## src/rtl/clk_div_bank_if.sv

```systemverilog
// Purpose: configuration/enable inputs and divided-clock/tick outputs of clk_div_bank.
// Latency: none (wires only).
// Backpressure: none; ConfigDuty exists only when DIV_DUTY_CFG_EN is defined.
interface clk_div_bank_if #(
   parameter int N_CH  = 4,
   parameter int WIDTH = 32,
   parameter int SEL_W = 2
);
   logic [N_CH-1:0]  Enable;
   logic [WIDTH-1:0] Din;
   logic [SEL_W-1:0] ConfigSel;
   logic             ConfigDiv;
`ifdef DIV_DUTY_CFG_EN
   logic             ConfigDuty;
`endif
   logic             Sync;
   logic [N_CH-1:0]  ClkOut;
   logic [N_CH-1:0]  Tick;

`ifdef DIV_DUTY_CFG_EN
   modport master (output Enable, Din, ConfigSel, ConfigDiv, ConfigDuty, Sync,
                   input  ClkOut, Tick);
   modport slave  (input  Enable, Din, ConfigSel, ConfigDiv, ConfigDuty, Sync,
                   output ClkOut, Tick);
`else
   modport master (output Enable, Din, ConfigSel, ConfigDiv, Sync,
                   input  ClkOut, Tick);
   modport slave  (input  Enable, Din, ConfigSel, ConfigDiv, Sync,
                   output ClkOut, Tick);
`endif
endinterface

```

## src/rtl/clk_div_bank.sv

```systemverilog
// Purpose: N_CH programmable clock-enable dividers with shadowed divisor (and high count under DIV_DUTY_CFG_EN), Sync realign.
// Latency: 1 cycle from Enable/Sync to registered ClkOut/Tick; config writes apply at the next period boundary.
// Backpressure: none; channels free-run, writes are always accepted, out-of-range ConfigSel is dropped.
module clk_div_bank #(
   parameter int          N_CH    = 4,
   parameter int          WIDTH   = 32,
   parameter int          SEL_W   = 2,
   parameter int unsigned DEF_DIV = 2
) (
   input logic           Clk,
   input logic           ResetN,
   clk_div_bank_if.slave bus
);
   localparam logic [WIDTH-1:0] DEF_T = WIDTH'(DEF_DIV);
   localparam logic [WIDTH-1:0] ONE   = WIDTH'(1);
`ifdef DIV_DUTY_CFG_EN
   localparam logic [WIDTH-1:0] DEF_H = DEF_T >> 1;
`endif

   typedef enum logic {IDLE = 1'b0, RUN = 1'b1} state_t;

   logic [N_CH-1:0] clk_out_q;
   logic [N_CH-1:0] tick_q;

   assign bus.ClkOut = clk_out_q;
   assign bus.Tick   = tick_q;

   for (genvar g = 0; g < N_CH; g++) begin : g_ch
      state_t           state, state_nxt;
      logic [WIDTH-1:0] ts, ts_byp;
      logic [WIDTH-1:0] ta, ta_nxt, te;
      logic [WIDTH-1:0] cnt, cnt_nxt;
      logic [WIDTH-1:0] high_nxt;
      logic             wr_div;
      logic             clk_nxt, tick_nxt;

      // A shadow written in the same cycle it is loaded hands over the new Din.
      assign wr_div = bus.ConfigDiv && (bus.ConfigSel == SEL_W'(g));
      assign ts_byp = wr_div ? bus.Din : ts;
      // A divisor of 0 behaves as 1 so the period never collapses.
      assign te     = (ta == '0) ? ONE : ta;

`ifdef DIV_DUTY_CFG_EN
      logic [WIDTH-1:0] hs, hs_byp;
      logic [WIDTH-1:0] ha, ha_nxt;
      logic             wr_duty;

      assign wr_duty  = bus.ConfigDuty && (bus.ConfigSel == SEL_W'(g));
      assign hs_byp   = wr_duty ? bus.Din : hs;
      assign high_nxt = ha_nxt;
`else
      logic [WIDTH-1:0] te_nxt;

      // High time is half the period, forced high when the period is a single cycle.
      assign te_nxt   = (ta_nxt == '0) ? ONE : ta_nxt;
      assign high_nxt = (te_nxt == ONE) ? ONE : (te_nxt >> 1);
`endif

      // Next-state: start/stop, period wrap or Sync restart, and active-setting reload at boundaries.
      always_comb begin
         state_nxt = state;
         ta_nxt    = ta;
         cnt_nxt   = cnt;
`ifdef DIV_DUTY_CFG_EN
         ha_nxt    = ha;
`endif
         case (state)
            IDLE: begin
               cnt_nxt = '0;
               if (bus.Enable[g]) begin
                  state_nxt = RUN;
                  ta_nxt    = ts_byp;
`ifdef DIV_DUTY_CFG_EN
                  ha_nxt    = hs_byp;
`endif
               end
            end
            RUN: begin
               if (!bus.Enable[g]) begin
                  state_nxt = IDLE;
                  cnt_nxt   = '0;
               end else if ((cnt == te - ONE) || bus.Sync) begin
                  cnt_nxt = '0;
                  ta_nxt  = ts_byp;
`ifdef DIV_DUTY_CFG_EN
                  ha_nxt  = hs_byp;
`endif
               end else begin
                  cnt_nxt = cnt + ONE;
               end
            end
            default: begin
               state_nxt = IDLE;
               cnt_nxt   = '0;
            end
         endcase
      end

      // Outputs are derived from next-state values so they register with no input-to-output path.
      always_comb begin
         clk_nxt  = 1'b0;
         tick_nxt = 1'b0;
         if (state_nxt == RUN) begin
            clk_nxt  = (cnt_nxt < high_nxt);
            tick_nxt = (cnt_nxt == '0);
         end
      end

      // State register: synchronous reset restores default divisor and idles the channel.
      always_ff @(posedge Clk) begin
         if (!ResetN) begin
            state        <= IDLE;
            ts           <= DEF_T;
            ta           <= DEF_T;
            cnt          <= '0;
            clk_out_q[g] <= 1'b0;
            tick_q[g]    <= 1'b0;
`ifdef DIV_DUTY_CFG_EN
            hs           <= DEF_H;
            ha           <= DEF_H;
`endif
         end else begin
            state        <= state_nxt;
            ts           <= ts_byp;
            ta           <= ta_nxt;
            cnt          <= cnt_nxt;
            clk_out_q[g] <= clk_nxt;
            tick_q[g]    <= tick_nxt;
`ifdef DIV_DUTY_CFG_EN
            hs           <= hs_byp;
            ha           <= ha_nxt;
`endif
         end
      end
   end : g_ch
endmodule

```

## src/flat_wrapper.sv

```systemverilog
// flat-port wrapper written by rule: the top's interface ports become plain ports
module clk_div_bank_flat 
#(
   parameter int          N_CH    = 4,
   parameter int          WIDTH   = 32,
   parameter int          SEL_W   = 2,
   parameter int unsigned DEF_DIV = 2
)
  (Clk, ResetN, bus_Enable, bus_Din, bus_ConfigSel, bus_ConfigDiv, bus_Sync, bus_ClkOut, bus_Tick);
  clk_div_bank_if #(.N_CH(N_CH), .WIDTH(WIDTH), .SEL_W(SEL_W)) bus_i ();
  input logic Clk;
  input logic ResetN;
  input wire logic [$bits(bus_i.Enable)-1:0] bus_Enable;
  input wire logic [$bits(bus_i.Din)-1:0] bus_Din;
  input wire logic [$bits(bus_i.ConfigSel)-1:0] bus_ConfigSel;
  input wire logic [$bits(bus_i.ConfigDiv)-1:0] bus_ConfigDiv;
  input wire logic [$bits(bus_i.Sync)-1:0] bus_Sync;
  output wire logic [$bits(bus_i.ClkOut)-1:0] bus_ClkOut;
  output wire logic [$bits(bus_i.Tick)-1:0] bus_Tick;
  assign bus_i.Enable = bus_Enable;
  assign bus_i.Din = bus_Din;
  assign bus_i.ConfigSel = bus_ConfigSel;
  assign bus_i.ConfigDiv = bus_ConfigDiv;
  assign bus_i.Sync = bus_Sync;
  assign bus_ClkOut = bus_i.ClkOut;
  assign bus_Tick = bus_i.Tick;
  clk_div_bank #(.N_CH(N_CH), .WIDTH(WIDTH), .SEL_W(SEL_W), .DEF_DIV(DEF_DIV)) u_core (.Clk(Clk), .ResetN(ResetN), .bus(bus_i));
endmodule
```

## config.mk

```make
export PLATFORM = sky130hd
export DESIGN_NAME = clk_div_bank_flat
export DESIGN_NICKNAME = d
export VERILOG_FILES = /design/src/rtl/clk_div_bank_if.sv /design/src/rtl/clk_div_bank.sv /design/src/flat_wrapper.sv
export SDC_FILE = /design/constraint.sdc
export NUM_CORES = 1
export LEC_CHECK = 0
export ABC_AREA = 0
export BUFFER_PORTS_ARGS = -buffer_cell sky130_fd_sc_hd__buf_2
export CAP_MARGIN = 40
export CORE_ASPECT_RATIO = 1.75
export CORE_UTILIZATION = 55
export DETAILED_ROUTE_END_ITERATION = 16
export PLACE_DENSITY = 0.75
export SLEW_MARGIN = 20
export SYNTH_ARGS = -nofsm -noshare
export SYNTH_HDL_FRONTEND = slang
export SYNTH_SLANG_ARGS = --single-unit
```

## constraint.sdc

```tcl
create_clock -name Clk -period 18.7 [get_ports Clk]
set_input_delay 2.805 -clock Clk [delete_from_list [all_inputs] [get_ports Clk]]
set_output_delay 2.805 -clock Clk [all_outputs]
set_load 0.03 [all_outputs]
```

Word-level counts from Yosys, hierarchy flattened:

Index checks and enable logic that the tools add are counted.

* $add $sub $neg: 8
* order comparisons: 4
* equality and inequality tests: 11
* multiplexer cells: 48
* bitwise logic cells: 4
* reduce and logical (&&, ||, !) cells: 25

Operators by type and width (count)
* 32-bit two-way mux: 32
* 32-bit one-hot mux with 2 select lines: 8
* 32-bit zero test: 12
* 32-bit by 1-bit adder with 32-bit output (second input constant): 4
* 32-bit by 1-bit equality test with 1-bit output (second input constant): 4
* 32-bit equality test: 4
* 32-bit < comparator: 4
* 32-bit by 1-bit subtractor with 32-bit output (second input constant): 4
* 31-bit two-way mux: 4
* 2-bit AND reduction: 4
* 2-bit equality test (second input constant): 2
* 1-bit logical AND: 4
* 1-bit logical OR: 4
* 1-bit two-way mux: 4
* 1-bit inverter: 4
* 2-bit by 1-bit equality test with 1-bit output (second input constant): 1
* 2-bit zero test: 1

* flip-flop bits (word level): 396

Logic depth before layout (Yosys ltp):

* depth after elaboration: 13
* gate-level depth with buffers: 28
* mapped depth without buffers: 23

Least setup slack after synthesis:

No wires, ideal clock.

* kind: flip-flop to flip-flop
* start: reg u_core.g_ch[2].ta[8]
* end: reg u_core.clk_out_q[2], in the netlist u_core.bus.ClkOut[2]
* library setup time: 0.095 ns
* data arrival time: 5.830 ns
* slack: 12.775 ns
* cell stages (with the launch flop): 28
* path buffers: 5
* clock period less this slack: 5.925 ns
* path through: dfxtp_1 buf_2 or4_4 or4_4 buf_6 o31a_1 ha_1 nand2b_1 nand2b_1 clkbuf_1 nor4_1 xnor2_1 a211o_1 or4b_4 o2111ai_4 buf_4 buf_4 nor2_1 ha_1 a21o_1 a21o_1 a21oi_1 nor3_1 a2111oi_0 o21ai_0 a21oi_1 o21ai_1 a221oi_1

* elaborated cells on any way between the ends: 17
* those cells by class: add/sub: 1; order compare: 1; eq/ne: 2; mux: 10; reduce/logical: 3

RTL lines
* start: declaration: RTL line clk_div_bank.sv:31 `logic [WIDTH-1:0] ta, ta_nxt, te;`
* start signal: assignment: RTL line clk_div_bank.sv:125 `ta <= ta_nxt;`
* 32-bit zero test: RTL line clk_div_bank.sv:41 `assign te = (ta == '0) ? ONE : ta;`
* 32-bit two-way mux (*): RTL line clk_div_bank.sv:41
* 32-bit by 1-bit subtractor with 32-bit output (*): RTL line clk_div_bank.sv:82 `end else if ((cnt == te - ONE) || bus.Sync) begin`
* 32-bit equality test (*): RTL line clk_div_bank.sv:82
* 1-bit logical OR (*): RTL line clk_div_bank.sv:82
* 32-bit two-way mux (*): RTL line clk_div_bank.sv:82
* 32-bit two-way mux (*): RTL line clk_div_bank.sv:79 `if (!bus.Enable[g]) begin`
* 32-bit one-hot mux with 2 select lines (*): RTL line clk_div_bank.sv:67 `case (state)`
* net u_core.g_ch[2].cnt_nxt[4]: RTL line clk_div_bank.sv:32 `logic [WIDTH-1:0] cnt, cnt_nxt;`
* 32-bit < comparator (*): RTL line clk_div_bank.sv:104 `clk_nxt = (cnt_nxt < high_nxt);`
* end signal: indexed assignment: RTL line clk_div_bank.sv:127 `clk_out_q[g] <= clk_nxt;`
* end: declaration: RTL line clk_div_bank.sv:22 `logic [N_CH-1:0] clk_out_q;`

Mark *: on every way through the listed nets, which the timed path passes. The rest lies on a longest branch.
A chain may end at the register's enable or synchronous reset.

Worst setup path after layout:

* start: reg u_core.g_ch[3].ta[11]
* end: reg u_core.clk_out_q[3], in the netlist u_core.bus.ClkOut[3]

* longest elaborated chain between the ends: 13
* elaborated cells on any way between the ends: 17
* those cells by class: add/sub: 1; order compare: 1; eq/ne: 2; mux: 10; reduce/logical: 3

RTL lines
* start: declaration: RTL line clk_div_bank.sv:31
* start signal: assignment: RTL line clk_div_bank.sv:125
* 32-bit zero test: RTL line clk_div_bank.sv:41
* 32-bit two-way mux: RTL line clk_div_bank.sv:41
* 32-bit by 1-bit subtractor with 32-bit output: RTL line clk_div_bank.sv:82
* 32-bit equality test: RTL line clk_div_bank.sv:82
* 1-bit logical OR: RTL line clk_div_bank.sv:82
* 32-bit two-way mux: RTL line clk_div_bank.sv:82
* 32-bit two-way mux: RTL line clk_div_bank.sv:79
* 32-bit one-hot mux with 2 select lines: RTL line clk_div_bank.sv:67
* 32-bit zero test: RTL line clk_div_bank.sv:55 `assign te_nxt = (ta_nxt == '0) ? ONE : ta_nxt;`
* 32-bit two-way mux: RTL line clk_div_bank.sv:55
* 32-bit by 1-bit equality test with 1-bit output: RTL line clk_div_bank.sv:56 `assign high_nxt = (te_nxt == ONE) ? ONE : (te_nxt >> 1);`
* 31-bit two-way mux: RTL line clk_div_bank.sv:56
* 32-bit < comparator (*): RTL line clk_div_bank.sv:104

Every way passes the cells marked *; elsewhere a longest branch is shown, timed or not.

==> results.sh <==
export IMPL_status="complete, but fails checks"
export IMPL_failed_checks="DRC"
export IMPL_htreeDepth=2
export IMPL_power_share_switching_pct=29.09
export IMPL_place_port_buffers=49
export IMPL_die_h_um=288.7
export IMPL_end_kind="register"
export IMPL_nFillCells=4152
export IMPL_comb_power_share_pct=16.9
export IMPL_internal_power_mw=1.492
export IMPL_yosys_register_bits=396
export IMPL_tritoncts="built"
export IMPL_syn_nets=3356
export IMPL_dr_pass1_iters=12
export IMPL_nNetsFinal=3277
export IMPL_yosys_area_top_type_share_pct=30.68
export IMPL_wl_um=85290
export IMPL_grt_overflow=0
export IMPL_cts_made_buffers=39
export IMPL_vias_per_cell=6.439
export IMPL_crit_path_max_fanout=21
export IMPL_rsz0062_at_grt="no"
export IMPL_dieArea_um2=47880
export IMPL_post_cts_setup_buffer_count=0
export IMPL_postSynthAreaPerCell_um2=8.110
export IMPL_post_dp_hpwl_um=66810
export IMPL_async_reset_ff_share_pct=0
export IMPL_clkPwrFrac_pct=40.2
export IMPL_grt_max_degree=75
export IMPL_vias=23950
export IMPL_slew_violations=0
export IMPL_avgRoutedWirePerCell_um=22.93
export IMPL_min_period_ns=7.098
export IMPL_coreArea_um2=46190
export IMPL_hold_class="register to register"
export IMPL_p_switching_mw=0.6121
export IMPL_setup_violations=0
export IMPL_p_leak_nw=11.29
export IMPL_worst_slew_pin_slew_ns=0.8901
export IMPL_path_clk_slew_ns=0.07
export IMPL_p_per_area_nw_per_um2=76.07
export IMPL_ir_drop_uv=74.91
export IMPL_grt_pass1_wl_um=130500
export IMPL_root_buffer="clkbuf_16"
export IMPL_ys_flop_type="dfxtp_1"
export IMPL_fin_crit_sh_pct=37.95
export IMPL_p_seq_share_pct=42.9
export IMPL_hold_viol_final=0
export IMPL_grt_pass1_vias=23210
export IMPL_drive_gt1_share_pct=9.627
export IMPL_fin_tns_setup_ns=0
export IMPL_clkSinkCount=396
export IMPL_start_kind="register"
export IMPL_relSlewSlack_pct=40.54
export IMPL_cts_hold_buf=0
export IMPL_final_common_cell="dfxtp_1"
export IMPL_synth_warning_count=0
export IMPL_grt_antenna_before_repair=4
export IMPL_start_util_pct=55.93
export IMPL_clockBufferDepth=3
export IMPL_die_x_um=165.8
export IMPL_ant_nets=0
export IMPL_synth_seq_area_share_pct=30.68
export IMPL_synth_area_leader_cell="dfxtp_1"
export IMPL_grt_total_usage_pct=34.86
export IMPL_synth_edf_count=0
export IMPL_clock_fmax_mhz=140.9
export IMPL_final_cell_mix="396 x dfxtp_1, 372 x nor2_1, 231 x nor3_1, 199 x nand2_1, 152 x xnor2_1"
export IMPL_netlist_area_um2=25840
export IMPL_antenna_cells=0
export IMPL_yosysUniqueCellTypes=85
export IMPL_area_delta_synth_final_pct=7.041
export IMPL_drv_cap=0
export IMPL_drt_iter0_markers=1951
export IMPL_criticalPathCategory="register to register"
export IMPL_finClkSkew_ns=0.01805
export IMPL_cts_resized=0
export IMPL_yosys_top_cells_area="dfxtp_1 31%, ha_1 6.2%, nor2_1 5.4%"
export IMPL_rows=104
export IMPL_place_gp_congestion=1.038
export IMPL_ios=50
export IMPL_syn_inst=3186
export IMPL_cp_required_ns=19.19
export IMPL_clkLatencyLatePin_ns=0.57
export IMPL_drc=1
export IMPL_critPathArrivalTime_ns=7.58
export IMPL_hold_slack_ns=0.5033
-- Yosys cell counts (all sizes together), types with 39 or more instances --
master and n:
xor2 128, nand4 100, nand3 92, buf 42, dfxtp 396, o21ai 56
or2 72, nor2 372, xnor2 152, mux2 96, nor4 100, clkbuf 158
nor3 232, and3 55, a21o 63, and2 135, a21oi 121, nand2 199
inv 39, mux2i 79, ha 128
-- power groups by stage --
stage                     Clock (mW)  Combinational, mW  Sequential, mW
after CTS                      0.855              0.348           0.900
after detailed placement           0              0.347           0.919
final                          0.846              0.355           0.902
after global placement             0              0.343           0.918
after floorplan                    0              0.252           0.905
after global routing           0.880              0.383           0.904
-- kinds of logic (layout without fill, tap and decap cells) --
group	count (synthesis)	count (layout)	share of synthesized area (%)
buf+inv	241	192	3.922
simple gates	1530	1530	30.84
xor+xnor	280	280	9.491
mux	175	175	7.244
fa+ha+maj	128	128	6.198
compound gates	436	436	11.63
flops	396	396	30.68
-- worst paths after layout --
kind,from,to,slack (ns),cells after the start
min,u_core.g_ch[1].ts[0]$_SDFF_PN0_,u_core.g_ch[1].ts[0]$_SDFF_PN0_,0.50,2
max,u_core.g_ch[3].ta[11]$_SDFF_PN0_,u_core.bus.ClkOut[3]$_SDFF_PN0_,11.60,24
max reg2reg,u_core.g_ch[3].ta[11]$_SDFF_PN0_,u_core.bus.ClkOut[3]$_SDFF_PN0_,11.60,24
min reg2reg,u_core.g_ch[1].ts[0]$_SDFF_PN0_,u_core.g_ch[1].ts[0]$_SDFF_PN0_,0.50,2
-- state kept, by name, indices dropped and copies added (netlist names) --
register	count
u_core.g_ch.state	4
u_core.bus.Tick	4
u_core.g_ch.ts	128
u_core.g_ch.cnt	128
u_core.g_ch.ta	128
u_core.bus.ClkOut	4
-- final cells by class --
cell class / count / area (um^2) / share of cell area (%)
clock buffers: 51 / 1102 / 3.986
clock inverters: 20 / 265.3 / 0.9591
inverters: 41 / 156.4 / 0.5655
multi-input cells: 2549 / 16970 / 61.35
flip-flops and latches: 396 / 7928 / 28.66
well taps: 583 / 729.5 / 2.637
repair buffers: 80 / 508.0 / 1.837
-- per-stage QoR --
step	cells	util, %	cell area [um^2]	power (mW)	setup slack [ns]
after global routing	3720	59.87	27660	2.168	11.07
after global placement	3646	56.80	26240	1.261	11.87
final	3720	59.87	27660	2.104	11.60
after detailed placement	3647	56.83	26250	1.266	11.77
after CTS	3718	59.79	27620	2.104	11.71
after floorplan	3186	-	25840	1.158	12.77
-- worst max-delay path, cell delays in order, from the launching register on --
cell and delay, ns:
dfxtp_1 0.37, or4_1 0.69, nor2_1 0.48, a41oi_1 0.30
ha_1 0.42, nor3b_1 0.22, xnor2_1 0.13, a2111oi_0 0.39
o311ai_0 0.23, nor3_1 0.26, o2111ai_1 0.34, o31ai_4 0.56
buf_4 0.36, a21oi_1 0.12, or2_2 0.32, ha_1 0.30
a21o_1 0.16, a21o_1 0.18, a21o_1 0.17, a21o_1 0.17
a21oi_1 0.14, o21ai_0 0.15, a211oi_1 0.19, o21ai_0 0.20
a21oi_1 0.16
-- routing by layer --
metal | vias to the layer above | track usage, % | part of all wire (%) | wire (um)
met3 | 317 | 4.399 | 5.4 | 4639
li1 | 11290 | - | - | -
met1 | 11420 | 37.71 | 37 | 31900
met5 | - | 0 | 0.064 | 55
met4 | 8 | 25.91 | 7.9 | 6752
met2 | 918 | 62.69 | 49 | 41950
Note: power is estimated with default switching activity, not from simulation.
